### src/rtl/masked_pattern_detector_pkg.sv
// -----------------------------------------------------------------------------
// masked_pattern_pkg
//   Shared types and helpers for the masked pattern detector.
//   - mode_e    : detection mode (ANY = any enabled slot, SEQ = ordered slots)
//   - idx_width : width of a slot index for a given slot count
//   - sat_value : all-ones value of a counter of the given width (saturation
//                 point of the hit counter)
// -----------------------------------------------------------------------------
package masked_pattern_pkg;

  typedef enum logic {
    MODE_ANY = 1'b0,
    MODE_SEQ = 1'b1
  } mode_e;

  // Slot index width; a single slot still needs one bit of index.
  function automatic int idx_width(input int npat);
    return (npat > 1) ? $clog2(npat) : 1;
  endfunction

  // Largest value representable in cnt_w bits (capped at 32 bits).
  function automatic logic [31:0] sat_value(input int cnt_w);
    return (cnt_w >= 32) ? 32'hFFFF_FFFF : ((32'd1 << cnt_w) - 32'd1);
  endfunction

endpackage

### src/rtl/masked_pattern_detector_slot_cmp.sv
// -----------------------------------------------------------------------------
// mpd_slot_cmp
//   One pattern slot of the masked pattern detector: stores pattern, mask and
//   enable, and flags whether the current data word matches.
//   A slot matches when it is enabled and every care bit (mask=1) of the data
//   equals the pattern. The match is computed from the stored configuration,
//   so a write in the same cycle only takes effect for later words.
//
// Ports
//   clk, rst_n  : clock, asynchronous active-low reset (clears the slot)
//   we_i        : write pattern/mask/enable at the clock edge
//   pattern_i   : expected bit values
//   mask_i      : 1 = care bit, 0 = don't care
//   en_i        : slot enable
//   data_i      : word under test
//   match_o     : slot matches data_i (combinational from stored config)
// -----------------------------------------------------------------------------
module mpd_slot_cmp #(
  parameter int WIDTH = 16
) (
  input  logic             clk,
  input  logic             rst_n,
  input  logic             we_i,
  input  logic [WIDTH-1:0] pattern_i,
  input  logic [WIDTH-1:0] mask_i,
  input  logic             en_i,
  input  logic [WIDTH-1:0] data_i,
  output logic             match_o
);

  logic [WIDTH-1:0] pattern_q;
  logic [WIDTH-1:0] mask_q;
  logic             en_q;

  // Slot configuration storage, cleared by reset.
  always_ff @(posedge clk or negedge rst_n) begin
    if (!rst_n) begin
      pattern_q <= '0;
      mask_q    <= '0;
      en_q      <= 1'b0;
    end else if (we_i) begin
      pattern_q <= pattern_i;
      mask_q    <= mask_i;
      en_q      <= en_i;
    end else begin
      pattern_q <= pattern_q;
      mask_q    <= mask_q;
      en_q      <= en_q;
    end
  end

  // Masked equality: differences in don't-care bits are ignored.
  always_comb begin
    match_o = en_q && (((data_i ^ pattern_q) & mask_q) == '0);
  end

endmodule

### src/rtl/masked_pattern_detector.sv
// -----------------------------------------------------------------------------
// masked_pattern_detector
//   Compares each valid input word against NPAT programmable pattern/mask
//   slots and raises a registered one-cycle hit pulse with the slot index.
//   ANY mode : hit when any enabled slot matches; lowest index wins.
//   SEQ mode : slots 0..seq_last must match in order on consecutive valid
//              beats (idle cycles between beats allowed); hit on the last.
//   A saturating hit counter counts pulses and can be cleared synchronously.
//
// Ports
//   clk, rst_n            : clock, asynchronous active-low reset
//   in_valid, in_data     : word under test and its qualifier
//   mode                  : 0 = ANY, 1 = SEQ
//   seq_last              : index of the final slot in SEQ mode
//   cfg_we, cfg_idx       : write slot cfg_idx (indices >= NPAT ignored)
//   cfg_pattern, cfg_mask : slot pattern and care mask
//   cfg_en                : slot enable
//   cnt_clr               : synchronous clear of hit_count
//   hit, hit_idx          : match pulse and producing slot (idx holds)
//   hit_count             : saturating hit count, updated with hit
//   seq_step              : current SEQ step
//   hit_sticky            : (only with MPD_STICKY_EN) set by hit, cleared by
//                           cnt_clr unless a hit occurs in the same cycle
//
// Build option: define MPD_STICKY_EN to add the hit_sticky output.
// -----------------------------------------------------------------------------
module masked_pattern_detector
  import masked_pattern_pkg::*;
#(
  parameter  int WIDTH = 16,
  parameter  int NPAT  = 4,
  parameter  int CNT_W = 8,
  localparam int IDX_W = idx_width(NPAT)
) (
  input  logic             clk,
  input  logic             rst_n,
  input  logic             in_valid,
  input  logic [WIDTH-1:0] in_data,
  input  logic             mode,
  input  logic [IDX_W-1:0] seq_last,
  input  logic             cfg_we,
  input  logic [IDX_W-1:0] cfg_idx,
  input  logic [WIDTH-1:0] cfg_pattern,
  input  logic [WIDTH-1:0] cfg_mask,
  input  logic             cfg_en,
  input  logic             cnt_clr,
  output logic             hit,
  output logic [IDX_W-1:0] hit_idx,
  output logic [CNT_W-1:0] hit_count,
  output logic [IDX_W-1:0] seq_step
`ifdef MPD_STICKY_EN
  ,
  output logic             hit_sticky
`endif
);

  localparam logic [CNT_W-1:0] CNT_MAX = CNT_W'(sat_value(CNT_W));

  logic [NPAT-1:0]  match_s;
  logic             any_match_s;
  logic [IDX_W-1:0] low_idx_s;
  logic             step_match_s;
  logic             mode_chg_s;
  mode_e            mode_s;

  logic             hit_q,        hit_d;
  logic [IDX_W-1:0] hit_idx_q,    hit_idx_d;
  logic [IDX_W-1:0] step_q,       step_d;
  logic [CNT_W-1:0] hit_count_q,  hit_count_d;
  mode_e            mode_prev_q;
  logic [IDX_W-1:0] seq_last_prev_q;
`ifdef MPD_STICKY_EN
  logic             sticky_q,     sticky_d;
`endif

  assign mode_s = mode_e'(mode);

  // ---------------------------------------------------------------------------
  // Pattern slots
  // ---------------------------------------------------------------------------
  for (genvar g = 0; g < NPAT; g++) begin : g_slot
    mpd_slot_cmp #(
      .WIDTH(WIDTH)
    ) u_slot (
      .clk       (clk),
      .rst_n     (rst_n),
      .we_i      (cfg_we && (cfg_idx == IDX_W'(g))),
      .pattern_i (cfg_pattern),
      .mask_i    (cfg_mask),
      .en_i      (cfg_en),
      .data_i    (in_data),
      .match_o   (match_s[g])
    );
  end

  // Priority encoder: lowest matching slot index (scan high to low so the
  // last assignment is the lowest match).
  always_comb begin
    any_match_s = |match_s;
    low_idx_s   = '0;
    for (int i = NPAT - 1; i >= 0; i--) begin
      low_idx_s = match_s[i] ? IDX_W'(i) : low_idx_s;
    end
  end

  // Match of the slot the sequence is currently waiting for; a step beyond
  // the implemented slots (seq_last >= NPAT) can never match.
  always_comb begin
    if (int'(step_q) < NPAT) begin
      step_match_s = match_s[step_q];
    end else begin
      step_match_s = 1'b0;
    end
  end

  // A mode or seq_last change restarts the sequence and discards that beat.
  always_comb begin
    mode_chg_s = (mode_s != mode_prev_q) || (seq_last != seq_last_prev_q);
  end

  // Hit generation and SEQ step next state.
  always_comb begin
    hit_d     = 1'b0;
    hit_idx_d = hit_idx_q;
    step_d    = step_q;
    if (mode_chg_s) begin
      step_d = '0;
    end else if (mode_s == MODE_ANY) begin
      step_d = '0;
      if (in_valid && any_match_s) begin
        hit_d     = 1'b1;
        hit_idx_d = low_idx_s;
      end else begin
        hit_d     = 1'b0;
      end
    end else if (cfg_we) begin
      // Configuration is being rewritten: restart, no progress this beat.
      step_d = '0;
    end else if (in_valid) begin
      if (step_match_s) begin
        if (step_q == seq_last) begin
          hit_d     = 1'b1;
          hit_idx_d = seq_last;
          step_d    = '0;
        end else begin
          step_d    = step_q + IDX_W'(1);
        end
      end else if (match_s[0] && (seq_last != '0)) begin
        // The breaking word may itself start a new sequence.
        step_d = IDX_W'(1);
      end else begin
        step_d = '0;
      end
    end else begin
      step_d = step_q;
    end
  end

  // Saturating hit counter; a clear coincident with a hit counts that hit.
  always_comb begin
    hit_count_d = hit_count_q;
    if (cnt_clr) begin
      hit_count_d = hit_d ? CNT_W'(1) : '0;
    end else if (hit_d && (hit_count_q != CNT_MAX)) begin
      hit_count_d = hit_count_q + CNT_W'(1);
    end else begin
      hit_count_d = hit_count_q;
    end
  end

`ifdef MPD_STICKY_EN
  // Sticky hit flag: a hit wins over a simultaneous clear.
  always_comb begin
    sticky_d = sticky_q;
    if (hit_d) begin
      sticky_d = 1'b1;
    end else if (cnt_clr) begin
      sticky_d = 1'b0;
    end else begin
      sticky_d = sticky_q;
    end
  end
`endif

  // State and output registers.
  always_ff @(posedge clk or negedge rst_n) begin
    if (!rst_n) begin
      hit_q           <= 1'b0;
      hit_idx_q       <= '0;
      step_q          <= '0;
      hit_count_q     <= '0;
      mode_prev_q     <= MODE_ANY;
      seq_last_prev_q <= '0;
    end else begin
      hit_q           <= hit_d;
      hit_idx_q       <= hit_idx_d;
      step_q          <= step_d;
      hit_count_q     <= hit_count_d;
      mode_prev_q     <= mode_s;
      seq_last_prev_q <= seq_last;
    end
  end

`ifdef MPD_STICKY_EN
  // Sticky flag register.
  always_ff @(posedge clk or negedge rst_n) begin
    if (!rst_n) begin
      sticky_q <= 1'b0;
    end else begin
      sticky_q <= sticky_d;
    end
  end

  assign hit_sticky = sticky_q;
`endif

  assign hit       = hit_q;
  assign hit_idx   = hit_idx_q;
  assign hit_count = hit_count_q;
  assign seq_step  = step_q;

endmodule

### config.mk
export PLATFORM = sky130hd
export DESIGN_NAME = masked_pattern_detector
export DESIGN_NICKNAME = d
export VERILOG_FILES = /design/src/rtl/masked_pattern_detector_pkg.sv /design/src/rtl/masked_pattern_detector_slot_cmp.sv /design/src/rtl/masked_pattern_detector.sv
export SDC_FILE = /design/constraint.sdc
export NUM_CORES = 1
export LEC_CHECK = 0
export BUFFER_PORTS_ARGS = -buffer_cell sky130_fd_sc_hd__buf_4
export CAP_MARGIN = 25
export CORE_ASPECT_RATIO = 1.5
export CORE_MARGIN = 3
export CORE_UTILIZATION = 55
export DETAILED_ROUTE_END_ITERATION = 10
export PLACE_DENSITY = 0.75
export RECOVER_POWER = 100
export SETUP_SLACK_MARGIN = 0.1
export SLEW_MARGIN = 30
export SYNTH_ARGS = -nofsm -noshare
export SYNTH_HDL_FRONTEND = slang
export SYNTH_SLANG_ARGS = --single-unit
### constraint.sdc
create_clock -name clk -period 2.75 [get_ports clk]
set_input_delay 0.55 -clock clk [delete_from_list [all_inputs] [get_ports clk]]
set_output_delay 0.55 -clock clk [all_outputs]
set_load 0.01 [all_outputs]
== After elaboration in Yosys (flattened, before gate mapping) ==
Cells that the tools add are included.

* Logic and storage cells: 93
* Flip-flop bits (word level): 148
* Bits of input ports: 59
* Output and inout port bits: 13

* Eq/ne operators: 12
* Bitwise gates (word level): 9
* Reduce and logical (&&, ||, !) cells: 22
* Muxes and demuxes: 29
* Order comparisons: 1
* Add/sub/neg operators: 2

{| class="wikitable"
|+ Operator list
! operator !! number
|-
| $and A16 B16 Y16 || 4
|-
| $logic_not A16 Y1 || 4
|-
| $xor A16 B16 Y16 || 4
|-
| $mux W2 || 16
|-
| $mux W8 || 2
|-
| $logic_and A1 B1 Y1 || 11
|-
| $mux W1 || 10
|-
| $add A8 B1 Y8 const B || 1
|-
| $ne A8 B8 Y1 const B || 1
|-
| $reduce_and A6 Y1 || 1
|-
| $reduce_bool A2 Y1 || 3
|-
| $eq A2 B2 Y1 const B || 2
|-
| $ne A2 B1 Y1 const B || 2
|-
| $ne A2 B2 Y1 const B || 2
|-
| $ne A4 B2 Y1 const B || 1
|-
| $reduce_or A4 Y1 || 1
|-
| $lt A2 B3 Y1 const B || 1
|-
| $add A2 B1 Y2 const B || 1
|-
| $bmux W1 S2 || 1
|-
| $eq A2 B1 Y1 const B || 1
|-
| $eq A2 B2 Y1 || 1
|-
| $logic_not A2 Y1 || 1
|-
| $ne A2 B2 Y1 || 1
|-
| $logic_or A1 B1 Y1 || 1
|-
| 2 further kinds || 2
|}

== Longest topological paths before layout ==
* Word-level depth: 14
* Gate-level depth with buffers: 8
* Depth with buffers taken out: 8

== By module ==
From an unflattened synthesis, not the netlist that was laid out.

* Cells, all modules: 484
* Area total of the unflattened synthesis: 6,663.9 µm²

{| class="wikitable"
|+ Modules (own cells, without submodules)
! module !! sequential area each (µm²) !! times used !! area each (µm²) !! cells each
|-
| mpd_slot_cmp || 825.8 || 4 || 1,441.4 || 97
|-
| masked_pattern_detector || 400.4 || 1 || 898.4 || 96
|}

== Worst setup path after synthesis ==
OpenSTA, ideal clock, no wires.

* Kind: input to register
* From: input in_data[14]
* To: register hit_idx_q[0], in the netlist hit_idx[0]
* Setup slack: 433 ps
* Arrival time: 2,189 ps
* Stages: 8
* Setup time: 128 ps
* Path buffers: 0
* Data required time: 2,622 ps
* Cell sequence: xor2_1 a22oi_1 nand4_1 nor3_4 a22oi_2 a2111oi_4 o21ai_2 mux2_1

* Cells in the longest elaborated chain, start to end: 10
* Elaborated cells on any way between the ends: 29
* Classes of those cells: eq/ne (1); mux (8); bitwise (8); reduce/logical (12)

{| class="wikitable"
|+ Ends and longest elaborated chain
! what !! RTL line !! text
|-
| from (decl) || masked_pattern_detector.sv:38 || <nowiki>input logic [WIDTH-1:0] in_data,</nowiki>
|-
| $xor A16 B16 Y16 || masked_pattern_detector_slot_cmp.sv:54 || <nowiki>match_o = en_q && (((data_i ^ pattern_q) & mask_q) == '0);</nowiki>
|-
| $and A16 B16 Y16 || masked_pattern_detector_slot_cmp.sv:54 ||
|-
| $logic_not A16 Y1 || masked_pattern_detector_slot_cmp.sv:54 ||
|-
| $logic_and A1 B1 Y1 || masked_pattern_detector_slot_cmp.sv:54 ||
|-
| $mux W2 (4 in series) || masked_pattern_detector.sv:102 || <nowiki>low_idx_s = match_s[i] ? IDX_W'(i) : low_idx_s;</nowiki>
|-
| $mux W2 || masked_pattern_detector.sv:130 || <nowiki>if (in_valid && any_match_s) begin</nowiki>
|-
| $mux W2 || masked_pattern_detector.sv:128 || <nowiki>end else if (mode_s == MODE_ANY) begin</nowiki>
|-
| to (signal assigned) || masked_pattern_detector.sv:196 || <nowiki>hit_idx_q <= hit_idx_d;</nowiki>
|-
| to (decl) || masked_pattern_detector.sv:67 || <nowiki>logic [IDX_W-1:0] hit_idx_q, hit_idx_d;</nowiki>
|}

Parallel ways exist; a longest one is shown, timed or not. The select of a mux whose other input is x is not followed.
A chain may end at the register's enable or synchronous reset.

== Final worst setup path ==
* From: register g_slot[0].u_slot.pattern_q[4]
* To: register hit_count_q[6], in the netlist hit_count[6]

* Cells in the longest elaborated chain, start to end: 13
* Elaborated cells on any way between the ends: 16
* Classes of those cells: mux (8); bitwise (2); reduce/logical (6)

{| class="wikitable"
|+ Ends and longest elaborated chain
! what !! RTL line !! text
|-
| from (decl) || masked_pattern_detector_slot_cmp.sv:31 || <nowiki>logic [WIDTH-1:0] pattern_q;</nowiki>
|-
| from (signal assigned) || masked_pattern_detector_slot_cmp.sv:42 || <nowiki>pattern_q <= pattern_i;</nowiki>
|-
| from (signal assigned) || masked_pattern_detector_slot_cmp.sv:46 || <nowiki>pattern_q <= pattern_q;</nowiki>
|-
| $xor A16 B16 Y16 * || masked_pattern_detector_slot_cmp.sv:54 ||
|-
| $and A16 B16 Y16 * || masked_pattern_detector_slot_cmp.sv:54 ||
|-
| $logic_not A16 Y1 * || masked_pattern_detector_slot_cmp.sv:54 ||
|-
| $logic_and A1 B1 Y1 * || masked_pattern_detector_slot_cmp.sv:54 ||
|-
| $bmux W1 S2 || masked_pattern_detector.sv:110 || <nowiki>step_match_s = match_s[step_q];</nowiki>
|-
| $mux W1 (not written as such) || masked_pattern_detector.sv:110 ||
|-
| $mux W1 || masked_pattern_detector.sv:140 || <nowiki>if (step_match_s) begin</nowiki>
|-
| $mux W1 || masked_pattern_detector.sv:139 || <nowiki>end else if (in_valid) begin</nowiki>
|-
| $mux W1 || masked_pattern_detector.sv:136 || <nowiki>end else if (cfg_we) begin</nowiki>
|-
| $mux W1 * || masked_pattern_detector.sv:128 ||
|-
| $mux W1 * || masked_pattern_detector.sv:126 || <nowiki>if (mode_chg_s) begin</nowiki>
|-
| $logic_and A1 B1 Y1 * || masked_pattern_detector.sv:164 || <nowiki>end else if (hit_d && (hit_count_q != CNT_MAX)) begin</nowiki>
|-
| $reduce_bool A2 Y1 (no source line) * || -- ||
|-
| to (signal assigned) || masked_pattern_detector.sv:198 || <nowiki>hit_count_q <= hit_count_d;</nowiki>
|-
| to (decl) || masked_pattern_detector.sv:69 || <nowiki>logic [CNT_W-1:0] hit_count_q, hit_count_d;</nowiki>
|}

Every way passes the cells marked *; elsewhere a longest branch is shown, timed or not. The select of a mux whose other input is x is not followed.

==> impl_metrics.env <==
export IMPL_ys_warn_count=0
export IMPL_synth_yosys_seq_area_share_pct=51.8
export IMPL_crit_buf_inv=1
export IMPL_setup_violations_final=0
export IMPL_ios=72
export IMPL_fmax_mhz=390
export IMPL_postLayoutCoreUtil_pct=67.0
export IMPL_setup_tns_final_ns=0
export IMPL_cts_root_buffer="clkbuf_16"
export IMPL_swShare_pct=27.8
export IMPL_drtIter0Drc=361
export IMPL_wl_per_cell_um=22.1
export IMPL_synth_area_mm2=0.00715
export IMPL_clkSinkCount=148
export IMPL_synthCells=570
export IMPL_period_share_pct=93.2
export IMPL_critPathMaxStageDelay_ns=0.52
export IMPL_clkLatencyLatePin_ns=0.42
export IMPL_syn_area_per_cell_um2=12.5
export IMPL_cap_viol_max_count=0
export IMPL_dp_hpwl_um=13100
export IMPL_regToRegStartpoint="g_slot[0].u_slot.pattern_q[4]"
export IMPL_final_common_cell="dfrtp_1"
export IMPL_placedCellCount=787
export IMPL_grt_max_degree=70
export IMPL_cellPowerDensity_mw_per_mm2=771
export IMPL_fp_dieW_um=99.1
export IMPL_yosysTopAreaCell="dfrtp_1"
export IMPL_crit_fanout=7
export IMPL_critical_path_top_delay_family="compound AO/OA/AOI/OAI gates"
export IMPL_clkSlewWorstSetupHoldPaths_ns=0.06
export IMPL_irDropWorstVdd_mv=0.535
export IMPL_startpoint_type="flip-flop"
export IMPL_fin_cells=819
export IMPL_core_area_mm2=0.0126
export IMPL_synth_top_cell_area_share_pct=51.8
export IMPL_r2r_cells=9
export IMPL_tightest_slew_ns=1.21
export IMPL_yosysUniqueCellTypes=42
export IMPL_hold_class="in2async"
export IMPL_numCtsBuffers=17
export IMPL_crit_slowest_cell="a2111oi_0"
export IMPL_synthesis_nets=630
export IMPL_crit_arrival_ns=2.86
export IMPL_reg2reg_to="hit_count[6]"
export IMPL_grt_remaining_overflow=0
export IMPL_rsz0062_at_grt="false"
export IMPL_maxSlewViolCount=0
export IMPL_p_total_mw=6.50
export IMPL_p_clk_share_pct=37.3
export IMPL_nets=710
export IMPL_drive_gt1_share_pct=36.0
export IMPL_ctsHoldBuffers=0
export IMPL_grtUsageTotal_pct=26.1
export IMPL_worst_setup_path_type="reg2reg"
export IMPL_route_detailed_drc=0
export IMPL_fp_row_count=50
export IMPL_die_area_mm2=0.0144
export IMPL_first_pass_iters=5
export IMPL_start_util_pct=56.9
export IMPL_gp_congestion=0.928
export IMPL_cellLeakagePower_nw=3.70
export IMPL_crit_chain="xor2_1 -> nand2_1 -> nand4_1 -> a2111oi_0 -> buf_4 -> a32oi_1 -> a31o_1 -> a21oi_1 -> mux2_2"
export IMPL_clock_skew_ns=0.00604
export IMPL_routed_wl_um=18100
export IMPL_vias=4999
export IMPL_final_cell_mix="dfrtp_1, mux2_2, xor2_1, buf_4, nand2_1"
export IMPL_r2r_setup_slack_ns=0.19
export IMPL_internal_power_mw=4.69
export IMPL_antenna_cells=0
export IMPL_grt_pass1_vias=5417
export IMPL_switching_power_mw=1.80
export IMPL_critPathRequiredTime_ns=3.05
export IMPL_ctsResizeCount=0
export IMPL_io_buffer_count=71
export IMPL_period_minus_slack_ns=2.56
export IMPL_worstSetupEndpointType="flip-flop"
export IMPL_slew_headroom_pct=19.0
export IMPL_outcome="finished clean"
export IMPL_hold_viol=0
export IMPL_clockBufferDepth=2
export IMPL_pwr_share_comb_pct=19.1
export IMPL_htree_levels=4
export IMPL_synth_area_leaders="dfrtp_1, mux2_2, xor2_1"
export IMPL_avgViaCountPerCell=6.10
export IMPL_die_h_um=146
export IMPL_cts_setup_buffers=0
export IMPL_antenna_found_initial=0
export IMPL_syn2layout_area_growth_pct=17.8
export IMPL_cts_tree="yes"
export IMPL_critPathLaunch="g_slot[0].u_slot.pattern_q[4]"
export IMPL_post_place_ws_ns=-0.122
export IMPL_grt_pass1_wl_um=29100
export IMPL_ys_seq_elements=148
export IMPL_ant_nets=0
export IMPL_fin_ws_ns=0.188
export IMPL_sequentialPowerShare_pct=43.7
how the worst max path moves through the flow:
stage                   end  slack, ns  cells after the start
2_1_floorplan    hit_idx[0]       0.43                      8
3_3_place_gp   hit_count[6]      -0.09                     10
3_5_place_dp   hit_count[6]      -0.12                     10
4_1_cts        hit_count[6]       0.21                      9
5_1_grt          hit_idx[1]       0.07                      8
6_report       hit_count[6]       0.19                      9
power by group through the flow:
| stage | sequential, mW | combinational (mW) | clock, mW |
|---|---|---|---|
| global route | 2.88 | 1.34 | 2.54 |
| global placement | 2.84 | 1.20 | 0 |
| finish | 2.84 | 1.24 | 2.42 |
| detailed placement | 2.87 | 1.23 | 0 |
| floorplan | 2.78 | 0.805 | 0 |
| CTS | 2.83 | 1.24 | 2.45 |
state kept, by name (all words and copies together) (netlist names):
| signal | count |
|---|---|
| g_slot.u_slot.mask_q | 64 |
| g_slot.u_slot.pattern_q | 64 |
| hit_count | 8 |
| g_slot.u_slot.en_q | 4 |
| hit_idx | 2 |
| seq_last_prev_q | 2 |
| seq_step | 2 |
| hit | 1 |
| mode_prev_q | 1 |
cells in the mapped netlist:
cell and number:
a21oi_1 14, nand3b_1 3, nor2_1 9, a221oi_1 1, xnor2_1 1, a222oi_1 2, nand4_1 14, mux2i_1 1
a21o_1 1, nor2b_1 7, o2111ai_1 1, a2111oi_4 1, o21ai_0 1, nor3_1 3, a2111oi_0 2, a32oi_1 2
nor3_4 2, nand3_1 12, and3_1 3, a22oi_2 2, ha_1 1, nor4_1 3, o21ai_2 1, nand2b_1 6
nor3_2 2, inv_1 6, and2_1 1, o211a_1 1, xor2_1 69, a21boi_0 2, a31o_2 1, o31ai_1 2
buf_1 1, dfrtp_1 148, nor3b_1 1, mux2_1 2, nand2_1 45, o32ai_1 1, a22oi_1 36, mux2_2 139
or2_2 2, clkbuf_1 18
through the flow:
stage | instance area, um2 | hold slack (ns)
floorplan | 7150 | 0.254
global placement | 7900 | 0.478
detailed placement | 7900 | 0.493
CTS | 8530 | 0.0773
global route | 8420 | 0.384
finish | 8420 | 0.381
per-layer routing:
metal	vias to the layer above	routed length, um	global-route usage (%)
met5	-	0	0
li1	2225	-	-
met4	0	928	14.8
met2	171	9350	44.3
met3	58	821	4.80
met1	2545	6980	30.6
cells by family (layout without fill, tap and decap cells):
| kind of cell | Yosys count | after routing | share of synthesized area [%] |
|---|---|---|---|
| adder cells (fa/ha/maj) | 1 | 1 | 0.175 |
| AND/OR/NAND/NOR | 113 | 113 | 8.19 |
| multiplexers | 142 | 142 | 22.3 |
| buffers and inverters | 25 | 118 | 1.31 |
| flip-flops | 148 | 148 | 51.8 |
| XOR/XNOR | 70 | 70 | 8.57 |
| AO/OA/AOI/OAI | 71 | 71 | 7.61 |
layout make-up:
type | count | area, um2
clock buffer | 25 | 505
clock inverter | 7 | 119
fill | 955 | 4150
inverter | 6 | 22.5
multi-input combinational | 397 | 3360
sequential | 148 | 3700
tap | 156 | 195
timing repair buffer | 80 | 518
Note: power is estimated with default switching activity, not from simulation.
